$ cat src/rtl/dma_arb_pkg.sv
// dma_arb_pkg
// Shared types and helpers for the DMA channel arbiter.
//   arb_state_e : arbiter FSM state encoding
//   NCH_DEF     : default channel count
//   pick_rot()  : rotating-priority pick for an NCH_DEF-wide request vector
package dma_arb_pkg;

    localparam int NCH_DEF = 4;
    localparam int CW_DEF  = $clog2(NCH_DEF);

    typedef enum logic [1:0] {
        IDLE    = 2'd0,
        HREQ    = 2'd1,
        ACTIVE  = 2'd2,
        RELEASE = 2'd3
    } arb_state_e;

    // Search starts at hi_ptr and wraps; the first set bit wins.
    function automatic logic [CW_DEF-1:0] pick_rot(input logic [NCH_DEF-1:0] elig,
                                                   input logic [CW_DEF-1:0]  hi_ptr);
        logic [CW_DEF-1:0] c;
        logic              found;
        pick_rot = '0;
        found    = 1'b0;
        for (int i = 0; i < NCH_DEF; i++) begin
            c = hi_ptr + CW_DEF'(i);
            if (!found && elig[c]) begin
                pick_rot = c;
                found    = 1'b1;
            end
        end
    endfunction

endpackage

$ cat src/rtl/dma_rot_pri_sel.sv
// dma_rot_pri_sel
// Combinational NCH-way rotating priority selector. With hi_ptr_i = 0 it
// degenerates to fixed priority (lowest index wins).
// Ports:
//   elig_i   [NCH]  eligible request vector
//   hi_ptr_i [CW]   index that gets highest priority
//   idx_o    [CW]   winning index (0 when nothing eligible)
//   any_o           at least one request eligible
module dma_rot_pri_sel
    import dma_arb_pkg::*;
#(
    parameter int NCH = NCH_DEF
) (
    input  logic [NCH-1:0]         elig_i,
    input  logic [$clog2(NCH)-1:0] hi_ptr_i,
    output logic [$clog2(NCH)-1:0] idx_o,
    output logic                   any_o
);

    localparam int CW = $clog2(NCH);

    always_comb begin
        logic [CW-1:0] c;
        logic          found;
        c     = '0;
        found = 1'b0;
        idx_o = '0;
        // NCH is a power of two, so the CW-bit add wraps NCH-1 -> 0 for free.
        for (int i = 0; i < NCH; i++) begin
            c = hi_ptr_i + CW'(i);
            if (!found && elig_i[c]) begin
                idx_o = c;
                found = 1'b1;
            end
        end
        any_o = found;
    end

endmodule

$ cat src/rtl/dma_channel_arbiter.sv
// dma_channel_arbiter
// Channel request arbiter and bus-hold sequencer for the DMA controller.
// Samples DREQ, applies mask/polarity, raises HRQ, grants one channel on HLDA
// and holds DACK until the transfer engine reports service done.
//
// Build option: DMA_ARB_ROTATE_EN enables rotating priority (rot_pri_i);
// without it the arbiter is fixed priority only and rot_pri_i is ignored.
//
// Ports:
//   clk_i, rst_ni            clock, async active-low reset
//   dreq_i [NCH]             raw channel requests
//   mask_i [NCH]             1 = channel masked
//   dreq_sense_low_i         1 = DREQ active-low
//   dack_sense_hi_i          1 = DACK active-high
//   rot_pri_i                1 = rotating priority
//   ctrl_disable_i           1 = controller disabled
//   hlda_i                   hold acknowledge from CPU
//   svc_done_i               service of granted channel ended (pulse)
//   hrq_o                    hold request to CPU
//   dack_o [NCH]             channel acknowledge, at most one active
//   chan_o [CW]              granted channel index
//   chan_valid_o             grant active
//   abort_o                  pulse: HLDA lost while ACTIVE
//
// state   | meaning
// IDLE    | no request pending
// HREQ    | HRQ raised, waiting for HLDA
// ACTIVE  | channel granted, DACK held until svc_done or HLDA loss
// RELEASE | HRQ dropped, waiting for HLDA to fall
module dma_channel_arbiter
    import dma_arb_pkg::*;
#(
    parameter int NCH = NCH_DEF
) (
    input  logic                   clk_i,
    input  logic                   rst_ni,
    input  logic [NCH-1:0]         dreq_i,
    input  logic [NCH-1:0]         mask_i,
    input  logic                   dreq_sense_low_i,
    input  logic                   dack_sense_hi_i,
    input  logic                   rot_pri_i,
    input  logic                   ctrl_disable_i,
    input  logic                   hlda_i,
    input  logic                   svc_done_i,
    output logic                   hrq_o,
    output logic [NCH-1:0]         dack_o,
    output logic [$clog2(NCH)-1:0] chan_o,
    output logic                   chan_valid_o,
    output logic                   abort_o
);

    localparam int CW = $clog2(NCH);

    arb_state_e     state_q, state_d;
    logic [NCH-1:0] req_q;
    logic [NCH-1:0] elig;
    logic [NCH-1:0] grant_q, grant_d;
    logic [CW-1:0]  chan_q, chan_d;
    logic           hrq_q, hrq_d;
    logic           chan_valid_q, chan_valid_d;
    logic           abort_q, abort_d;
    logic [CW-1:0]  pick_ptr;
    logic [CW-1:0]  sel_idx;
    logic           sel_any;

    always_ff @(posedge clk_i or negedge rst_ni) begin
        if (!rst_ni) req_q <= '0;
        else         req_q <= dreq_i ^ {NCH{dreq_sense_low_i}};
    end

    assign elig = ctrl_disable_i ? '0 : (req_q & ~mask_i);

`ifdef DMA_ARB_ROTATE_EN
    logic [CW-1:0] hi_ptr_q, hi_ptr_d;

    // Pointer only advances on a normal service completion; an abort keeps it.
    always_comb begin
        hi_ptr_d = hi_ptr_q;
        if (!rot_pri_i)
            hi_ptr_d = '0;
        else if (state_q == ACTIVE && hlda_i && svc_done_i)
            hi_ptr_d = chan_q + 1'b1;
    end

    always_ff @(posedge clk_i or negedge rst_ni) begin
        if (!rst_ni) hi_ptr_q <= '0;
        else         hi_ptr_q <= hi_ptr_d;
    end

    // Mask the pointer in the cycle rot_pri drops, before the register clears.
    assign pick_ptr = rot_pri_i ? hi_ptr_q : '0;
`else
    logic unused_rot_pri;
    assign unused_rot_pri = rot_pri_i;
    assign pick_ptr       = '0;
`endif

    dma_rot_pri_sel #(.NCH(NCH)) u_sel (
        .elig_i   (elig),
        .hi_ptr_i (pick_ptr),
        .idx_o    (sel_idx),
        .any_o    (sel_any)
    );

    always_ff @(posedge clk_i or negedge rst_ni) begin
        if (!rst_ni) begin
            state_q      <= IDLE;
            hrq_q        <= 1'b0;
            grant_q      <= '0;
            chan_q       <= '0;
            chan_valid_q <= 1'b0;
            abort_q      <= 1'b0;
        end else begin
            state_q      <= state_d;
            hrq_q        <= hrq_d;
            grant_q      <= grant_d;
            chan_q       <= chan_d;
            chan_valid_q <= chan_valid_d;
            abort_q      <= abort_d;
        end
    end

    always_comb begin
        state_d = state_q;
        case (state_q)
            IDLE: begin
                if (sel_any) state_d = HREQ;
            end
            HREQ: begin
                if (hlda_i && sel_any) state_d = ACTIVE;
                else if (!sel_any)     state_d = hlda_i ? RELEASE : IDLE;
            end
            ACTIVE: begin
                // Losing HLDA takes precedence over a coincident svc_done.
                if (!hlda_i)         state_d = IDLE;
                else if (svc_done_i) state_d = RELEASE;
            end
            RELEASE: begin
                if (!hlda_i) state_d = IDLE;
            end
            default: state_d = IDLE;
        endcase
    end

    always_comb begin
        hrq_d        = (state_d == HREQ) || (state_d == ACTIVE);
        chan_valid_d = (state_d == ACTIVE);
        abort_d      = (state_q == ACTIVE) && !hlda_i;
        grant_d      = '0;
        chan_d       = chan_q;
        if (state_q == HREQ && state_d == ACTIVE) begin
            grant_d = {{(NCH-1){1'b0}}, 1'b1} << sel_idx;
            chan_d  = sel_idx;
        end else if (state_d == ACTIVE) begin
            grant_d = grant_q;
        end
    end

    assign hrq_o        = hrq_q;
    assign dack_o       = dack_sense_hi_i ? grant_q : ~grant_q;
    assign chan_o       = chan_q;
    assign chan_valid_o = chan_valid_q;
    assign abort_o      = abort_q;

endmodule
$ cat config.mk
export PLATFORM = sky130hd
export DESIGN_NAME = dma_channel_arbiter
export DESIGN_NICKNAME = d
export VERILOG_FILES = /design/src/rtl/dma_arb_pkg.sv /design/src/rtl/dma_rot_pri_sel.sv /design/src/rtl/dma_channel_arbiter.sv
export SDC_FILE = /design/constraint.sdc
export NUM_CORES = 1
export LEC_CHECK = 0
export BUFFER_PORTS_ARGS = -buffer_cell sky130_fd_sc_hd__buf_2
export CAP_MARGIN = 20
export CORE_ASPECT_RATIO = 0.8
export CORE_MARGIN = 2
export CORE_UTILIZATION = 40
export CTS_CLUSTER_SIZE = 30
export DETAILED_ROUTE_END_ITERATION = 12
export PLACE_DENSITY_LB_ADDON = 0.08
export SLEW_MARGIN = 15
export SYNTH_ARGS = -nofsm -noshare
export SYNTH_HDL_FRONTEND = slang
export SYNTH_SLANG_ARGS = --single-unit
$ cat constraint.sdc
create_clock -name clk_i -period 1.6 [get_ports clk_i]
set_input_delay 0.16 -clock clk_i [delete_from_list [all_inputs] [get_ports clk_i]]
set_output_delay 0.16 -clock clk_i [all_outputs]
set_load 0.1 [all_outputs]
==> results of run 1 <==
## power by group through the flow
stage                     clock (mW)  sequential (mW)  combinational [mW]
after floorplan                    0            0.723               0.189
after global placement             0            0.475               0.560
after detailed placement           0            0.475               0.561
after CTS                      0.222            0.469               0.578
after global routing           0.242            0.481               0.633
final                          0.209            0.475               0.602
## metal layers
layer | global-route usage (%) | up-vias | part of all wire (%)
met5 | 0 | - | 0
met4 | 3.24 | 0 | 0.49
met3 | 6.47 | 2 | 6.2
met2 | 20.3 | 19 | 48
met1 | 15.2 | 237 | 45
li1 | - | 289 | -
## per-stage QoR
step                std cells  area, um^2
CTS                       120         968
global placement          115         911
floorplan                  64         719
finish                    121        1010
global route              121        1010
detailed placement        115         911
## timing repair
| item | CTS | global route |
|---|---|---|
| setup endpoints to repair | 4 | 5 |
| hold buffers | 1 | 0 |
| resized for setup | 7 | 8 |
| hold endpoints to repair | 15 | 0 |
| pin swaps | 3 | 2 |
| buffers inserted | 0 | 1 |
## cells in the final DEF (no fill, tap or decap), types with 2 or more instances in the layout
master and n:
nand2_4 2, nor2b_4 3, nand2b_1 2, nor3b_1 2, a21boi_2 2, inv_1 2, buf_2 23, o21ai_0 3
xor2_1 4, nand2_1 6, xnor2_1 3, buf_4 7, dfrtp_1 15, clkbuf_4 3
## layout make-up
cell class,instances,area [um^2]
Clock buffer,3,22.5
Clock inverter,1,5.00
Fill cell,146,634
Inverter,2,7.51
Multi-Input combinational cell,46,382
Sequential cell,15,375
Tap cell,22,27.5
Timing Repair Buffer,32,189
## worst max-delay path: stages (launching register included)
cell	delay, ps
dfrtp_1	330
nor2b_4	150
a21oi_2	40
a211o_1	320
mux2i_1	170
ha_2	260
nand2_4	90
nand2_4	90
o31ai_4	60
## cell families after synthesis
| logic type | Yosys count | synth area share (%) |
|---|---|---|
| compound gates | 12 | 10.6 |
| xor+xnor | 8 | 9.93 |
| fa+ha+maj | 1 | 1.77 |
| buf+inv | 3 | 1.60 |
| flops | 15 | 53.2 |
| mux | 2 | 3.55 |
| simple gates | 23 | 19.3 |
## registers in the layout, indices dropped and copies added, names as in the netlist
register      count
abort_o           1
chan_o            2
req_q             4
chan_valid_o      1
hrq_o             1
state_q           2
grant_q           4
## path summary, 6_finish.rpt
| kind | end | slack [ps] | cells after the start |
|---|---|---|---|
| hold / removal | req_q[1] | 50 | 2 |
| max in group asynchronous | state_q[1] | 1050 | 2 |
| hold reg to reg | chan_o[0] | 520 | 2 |
| setup / recovery | chan_o[1] | -8 | 8 |
| setup reg to reg | chan_o[1] | -8 | 8 |
| min in group asynchronous | chan_o[1] | 300 | 2 |
==> impl_metrics.toml, run 1 <==
[outcome]
status = "complete, but fails checks"
violations = "setup timing"

[synthesis]
synth.avg_cell_area_um2 = 11.0
synth.top_cell.area_share_pct = 53.2
syn_area_um2 = 706
yosys_warnings = 0
synthFlopType = "dfrtp_1"
yosysSeqAreaShare_pct = 53.2
synth_edf_count = 0
syn_nets = 81
synth.distinct_cells = 27
synth.ff_latch_count = 15
synth_cells = 64
synth_top_cells_by_area = "dfrtp_1 (53%), xnor2_1 (5.0%), xor2_1 (5.0%), nand2_1 (4.3%), o21ai_0 (2.8%)"
synthTopCellsByCount = "dfrtp_1 (15), nand2_1 (8), o21ai_0 (4), xnor2_1 (4), xor2_1 (4)"
async_flop_share_pct = 100
synth_top_area_cell = "dfrtp_1"
yosysMostFrequentCell = "dfrtp_1"

[sta]
rsz0062_at_grt = "true"
skew_ps = 6.24
fmaxAchievable_mhz = 622
holdWs_ps = 49.7
finalCriticalPeriod_ps = 1610
slew_violations = 0
setup_violations = 2
period_share_pct = 100
tightestPinTransition_ps = 484
hold_viol = 0
setup_tns_ps = -8.44
slew_headroom_pct = 67.9
fin_ws_ps = -7.74

[power_and_ir_drop]
swShare_pct = 46.6
leakage_nw = 0.502
powerDensity_nw_per_um2 = 1280
pwr-share-seq_pct = 36.9
peakVddDrop_mv = 0.900
pwr-share-clk_pct = 16.3
comb_power_share_pct = 46.8
p_int_mw = 0.686
switchingPower_mw = 0.600
power_mw = 1.29

[global_routing]
grt_use_total_pct = 12.7
grt_pass1_vias = 496
gr-total-overflow = 0
grt_pass1_wl_mm = 1.98
grt_max_degree = 16
antenna_found_initial = 0

[finish]
areaGrowthSynthToFinish_pct = 42.9
drive_above_1_share_pct = 48.5
fin_util_pct = 61.4
n_antenna_cell = 0
nets = 117

[job]
drv_cap = 0

[setup_path]
end_kind = "flop"
path_class = "reg2reg"
r2r-start = "req_q[2]"
cp.required_ps = 1770
arrival_ps = 1780
path_max_fanout = 4
cp-startpoint = "req_q[2]"
cp-start-kind = "flop"

[clock_tree]
clock_path_buffers = 2
clock_latency_ps = 280
path_clk_slew_ps = 90
cts.htree.levels = 1
cts_buffers = 3
cts.sinks = 15
cts_tree = "built"
cts_root_buffer = "clkbuf_4"

[floorplanning]
ios = 25
die_w_um = 51.0
coreArea_um2 = 1640
initial_core_util_pct = 43.0
dieArea_um2 = 2120
die_h_um = 41.6
num_rows = 13

[place]
io_buffer_count = 23
pre_cts_slack_ps = -94.3
dp_hpwl_um = 936
gp_congestion = 0.735

[hold_path]
min_path_type = "in2reg"
hold_start = "dreq_i[1]"

[route]
detail-route-antenna-nets = 0
drtIter0Drc = 13
drc = 0
dr.pass1.iters = 4
drt-total-wl_mm = 1.23
vias_per_cell = 4.52
vias = 547
avgRoutedWirePerCell_um = 10.2
(Power assumes the default switching activity.)
==> run 2: changes to the inputs <==
Settings changed: BUFFER_PORTS_ARGS -buffer_cell sky130_fd_sc_hd__buf_2 to not set, DONT_BUFFER_PORTS set to 1.
==> impl_metrics.toml, run 2 (synthesis gave the netlist of run 1 again) <==
[outcome]
status = "complete, but fails checks"
violations = "setup timing"

[clock_tree]
path_clk_slew_ps = 90
cts.htree.levels = 1
clock_path_buffers = 2
cts_root_buffer = "clkbuf_4"
clock_latency_ps = 270
cts_tree = "built"
cts.sinks = 15
cts_buffers = 3

[global_routing]
grt_use_total_pct = 15.3
grt_pass1_vias = 567
grt_max_degree = 16
gr-total-overflow = 0
antenna_found_initial = 0
grt_pass1_wl_mm = 2.44

[sta]
slew_headroom_pct = 55.3
setup_violations = 1
period_share_pct = 101
hold_viol = 0
finalCriticalPeriod_ps = 1610
rsz0062_at_grt = "true"
setup_tns_ps = -11.0
fin_ws_ps = -11.0
slew_violations = 0
holdWs_ps = 28.5
fmaxAchievable_mhz = 621
skew_ps = 2.89
tightestPinTransition_ps = 668

[finish]
n_antenna_cell = 0
final_common_cell = "buf_4"
nFillCells = 136
nets = 112
areaGrowthSynthToFinish_pct = 48.6
fin_util_pct = 63.8
drive_above_1_share_pct = 36.2
layout_common_cells = "buf_4 (17), dfrtp_1 (15), dlygate4sd3_1 (10), nand2_1 (7)"
reg.largest.list = "grant_q x4, req_q x4"
finalNonFillerCells = 116

[floorplanning]
die_w_um = 51.0
initial_core_util_pct = 43.0
dieArea_um2 = 2120
ios = 25
coreArea_um2 = 1640
die_h_um = 41.6
num_rows = 13

[place]
dp_hpwl_um = 899
pre_cts_slack_ps = -63.0
gp_congestion = 0.719
place_inst = 101
io_buffer_count = 0

[route]
drt-total-wl_mm = 1.32
avgRoutedWirePerCell_um = 11.4
drtIter0Drc = 4
vias = 531
detail-route-antenna-nets = 0
vias_per_cell = 4.58
drc = 0
dr.pass1.iters = 4

[setup_path]
critPathBufInv = 0
max_stage_delay_ps = 340
arrival_ps = 1800
cp-start-kind = "flop"
crit_family = "compound AO/OA/AOI/OAI gates"
cp.required_ps = 1790
end_kind = "flop"
path_class = "reg2reg"
path_max_fanout = 4
critical_path.slowest_cell = "dfrtp_1"
path_cells = "nor2b_4, nor2_2, a211o_1, mux2i_1, ha_2, nand2_4, o31ai_2"

[power_and_ir_drop]
peakVddDrop_mv = 0.848
leakage_nw = 0.496
powerDensity_nw_per_um2 = 1240

[hold_path]
min_path_type = "in2reg"

[job]
drv_cap = 0
-- run 2: cell count changes in the layout (fill, tap and decap cells not counted), sizes merged --
cell,before,now
clkbuf,3,4
dlygate4sd3,1,10
buf,31,17
clkinv,1,0
-- run 2: final timing paths --
| kind | start | end | slack (ps) | cells past startpoint |
|---|---|---|---|---|
| max reg2reg | req_q[1] | chan_o[1] | -10 | 7 |
| max | req_q[1] | chan_o[1] | -10 | 7 |
| min | hlda_i | state_q[1] | 30 | 1 |
| min in group asynchronous | rst_ni | req_q[3] | 360 | 1 |
| max in group asynchronous | rst_ni | state_q[0] | 820 | 1 |
| min reg2reg | chan_o[1] | chan_o[1] | 530 | 2 |
-- run 2: metal layers --
| metal | global-route usage (%) | vias up | wire, um |
|---|---|---|---|
| met5 | 0 | - | 0 |
| met4 | 4.86 | 0 | 5 |
| met3 | 3.24 | 2 | 69 |
| met2 | 24.4 | 15 | 671 |
| met1 | 20.7 | 235 | 572 |
| li1 | - | 279 | - |
-- run 2: power by group --
group,switching (mW),internal [mW]
Combinational,0.433,0.187
Clock,0.114,0.0964
Sequential,0.0338,0.435
Total,0.580,0.719
-- run 2: repair_timing --
item,in CTS,in global routing
setup endpoints to repair,4,5
setup buffers,1,0
resized for setup,6,4
endpoints found under the hold margin,20,0
hold buffers,10,0
pin swaps,4,2
-- run 2: layout make-up --
cell class	instances	area [um^2]	share of cell area, %
well taps	22	27.5	2.63
flip-flops and latches	15	375	35.8
multi-input cells	46	384	36.6
clock buffers	4	26.3	2.51
repair buffers	27	228	21.7
inverters	2	7.51	0.716
-- run 2: worst reg2reg max path: stages (launching register included) --
cell and delay [ps]:
dfrtp_1 340, nor2b_4 150, nor2_2 40, a211o_1 320, mux2i_1 160, ha_2 250, nand2_4 70, o31ai_2 200
-- run 2: through the flow --
| stage | cell area (um^2) | power, mW |
|---|---|---|
| finish | 1050 | 1.30 |
| global route | 1050 | 1.37 |
| CTS | 1030 | 1.30 |
| detailed placement | 886 | 1.04 |
| global placement | 886 | 1.04 |
| floorplan | 719 | 0.911 |
==> run 3: changes to the inputs <==
Settings changed: CELL_PAD_IN_SITES_DETAIL_PLACEMENT set to 1, CELL_PAD_IN_SITES_GLOBAL_PLACEMENT set to 1.
==> impl_metrics.toml, run 3 (synthesis gave the netlist of run 1 again) <==
[floorplanning]
ios = 25
initial_core_util_pct = 43.0
dieArea_um2 = 2120
die_w_um = 51.0
die_h_um = 41.6
num_rows = 13
coreArea_um2 = 1640

[finish]
nFillCells = 172
layout_common_cells = "buf_4 (17), dfrtp_1 (15), dlygate4sd3_1 (11), nand2_1 (7)"
areaGrowthSynthToFinish_pct = 50.7
final_common_cell = "buf_4"
n_antenna_cell = 0
nets = 113
reg.largest.list = "grant_q x4, req_q x4"
drive_above_1_share_pct = 37.9
fin_util_pct = 64.7

[sta]
setup_tns_ps = -152
slew_headroom_pct = 54.1
fin_ws_ps = -83.4
hold_viol = 0
holdWs_ps = 64.1
finalCriticalPeriod_ps = 1680
fmaxAchievable_mhz = 594
period_share_pct = 105
slew_violations = 0
tightestPinTransition_ps = 686
rsz0062_at_grt = "true"
setup_violations = 3
skew_ps = 4.53

[hold_path]
hold_start = "ctrl_disable_i"
min_path_type = "in2reg"
min_path_cells = 2
min_delay_worst_endpoint = "grant_q[3]"

[route]
drtIter0Drc = 7
detail-route-antenna-nets = 0
drt-total-wl_mm = 1.77
vias_per_cell = 4.85
dr.pass1.iters = 2
vias = 567
avgRoutedWirePerCell_um = 15.2
drc = 0

[global_routing]
grtUsageMet1_pct = 18.8
grt_max_degree = 16
grt.busiest_layer = "met2"
antenna_found_initial = 0
grt_use_total_pct = 17.3
use_met2_pct = 30.9
grt_pass1_vias = 559
grtUsageMet3_pct = 6.47
grt_pass1_wl_mm = 2.60
gr-total-overflow = 0

[power_and_ir_drop]
leakage_nw = 0.502
power_mw = 1.32
peakVddDrop_mv = 1.16
powerDensity_nw_per_um2 = 1240

[setup_path]
r2r-start = "req_q[2]"
arrival_ps = 1880
end_kind = "flop"
ff2ff_path_depth = 7
path_max_fanout = 6
r2r_slack_ps = -80
cp-start-kind = "flop"
r2r-end = "chan_o[1]"
path_class = "reg2reg"
cp.required_ps = 1800

[job]
drv_cap = 0

[clock_tree]
clock_latency_ps = 280
path_clk_slew_ps = 90
cts.sinks = 15
cts_tree = "built"
clock_path_buffers = 2
cts_root_buffer = "clkbuf_4"
cts_buffers = 3
cts.htree.levels = 1

[outcome]
status = "complete, but fails checks"
violations = "setup timing"

[place]
gp_congestion = 0.730
io_buffer_count = 0
dp_hpwl_mm = 1.09
run 3: cell count changes in the layout (fill, tap and decap cells not counted), sizes merged:
cell / previous run / this run
clkinv: 0 / 1
clkbuf: 4 / 3
dlygate4sd3: 10 / 11
run 3: where the power goes:
group / switching, mW / internal (mW)
Combinational: 0.442 / 0.190
Sequential: 0.0357 / 0.435
Clock: 0.124 / 0.0929
run 3: stage by stage:
step	setup WS (ps)	area (um^2)	std cells
floorplan	-494	719	64
global placement	-51.8	878	100
detailed placement	-97.6	878	100
CTS	-113	1030	115
global route	-234	1060	117
finish	-83.4	1060	117
run 3: how the worst max path moves through the flow:
stage | startpoint | end | slack [ps] | cells past startpoint
3_5_place_dp | req_q[2] | chan_o[1] | -100 | 7
5_1_grt | req_q[2] | chan_o[1] | -230 | 7
3_3_place_gp | req_q[2] | chan_o[1] | -50 | 7
2_1_floorplan | grant_q[2] | dack_o[2] | -490 | 1
4_1_cts | req_q[1] | chan_o[1] | -110 | 7
6_report | req_q[2] | chan_o[1] | -80 | 7
run 3: critical path: stages (launching register included):
cell	delay [ps]
dfrtp_1	340
nor2b_4	160
a21oi_2	60
a211o_1	320
mux2i_1	160
ha_2	270
nand2_4	70
o31ai_2	210
run 3: area by class of cell:
cell class,count,area (um^2),share of cell area (%)
clock buffer,3,22.5,2.12
multi-input combinational,46,388,36.5
clock inverter,1,5.00,0.471
timing repair buffer,28,238,22.4
inverter,2,7.51,0.706
tap,22,27.5,2.59
sequential,15,375,35.3
run 3: layer usage:
metal	up-vias	share of wire [%]	wire [um]
met5	-	0	0
met4	0	1.2	21
met3	4	6.8	121
met2	22	54	964
met1	265	38	666
li1	276	-	-
run 3: timing repair:
action                                  CTS  global route
resized for setup                         4             7
hold buffers                             10             1
hold endpoints to repair                 20             1
setup buffers                             1             1
endpoints found under the setup margin    3             6
pin swaps                                 4             4
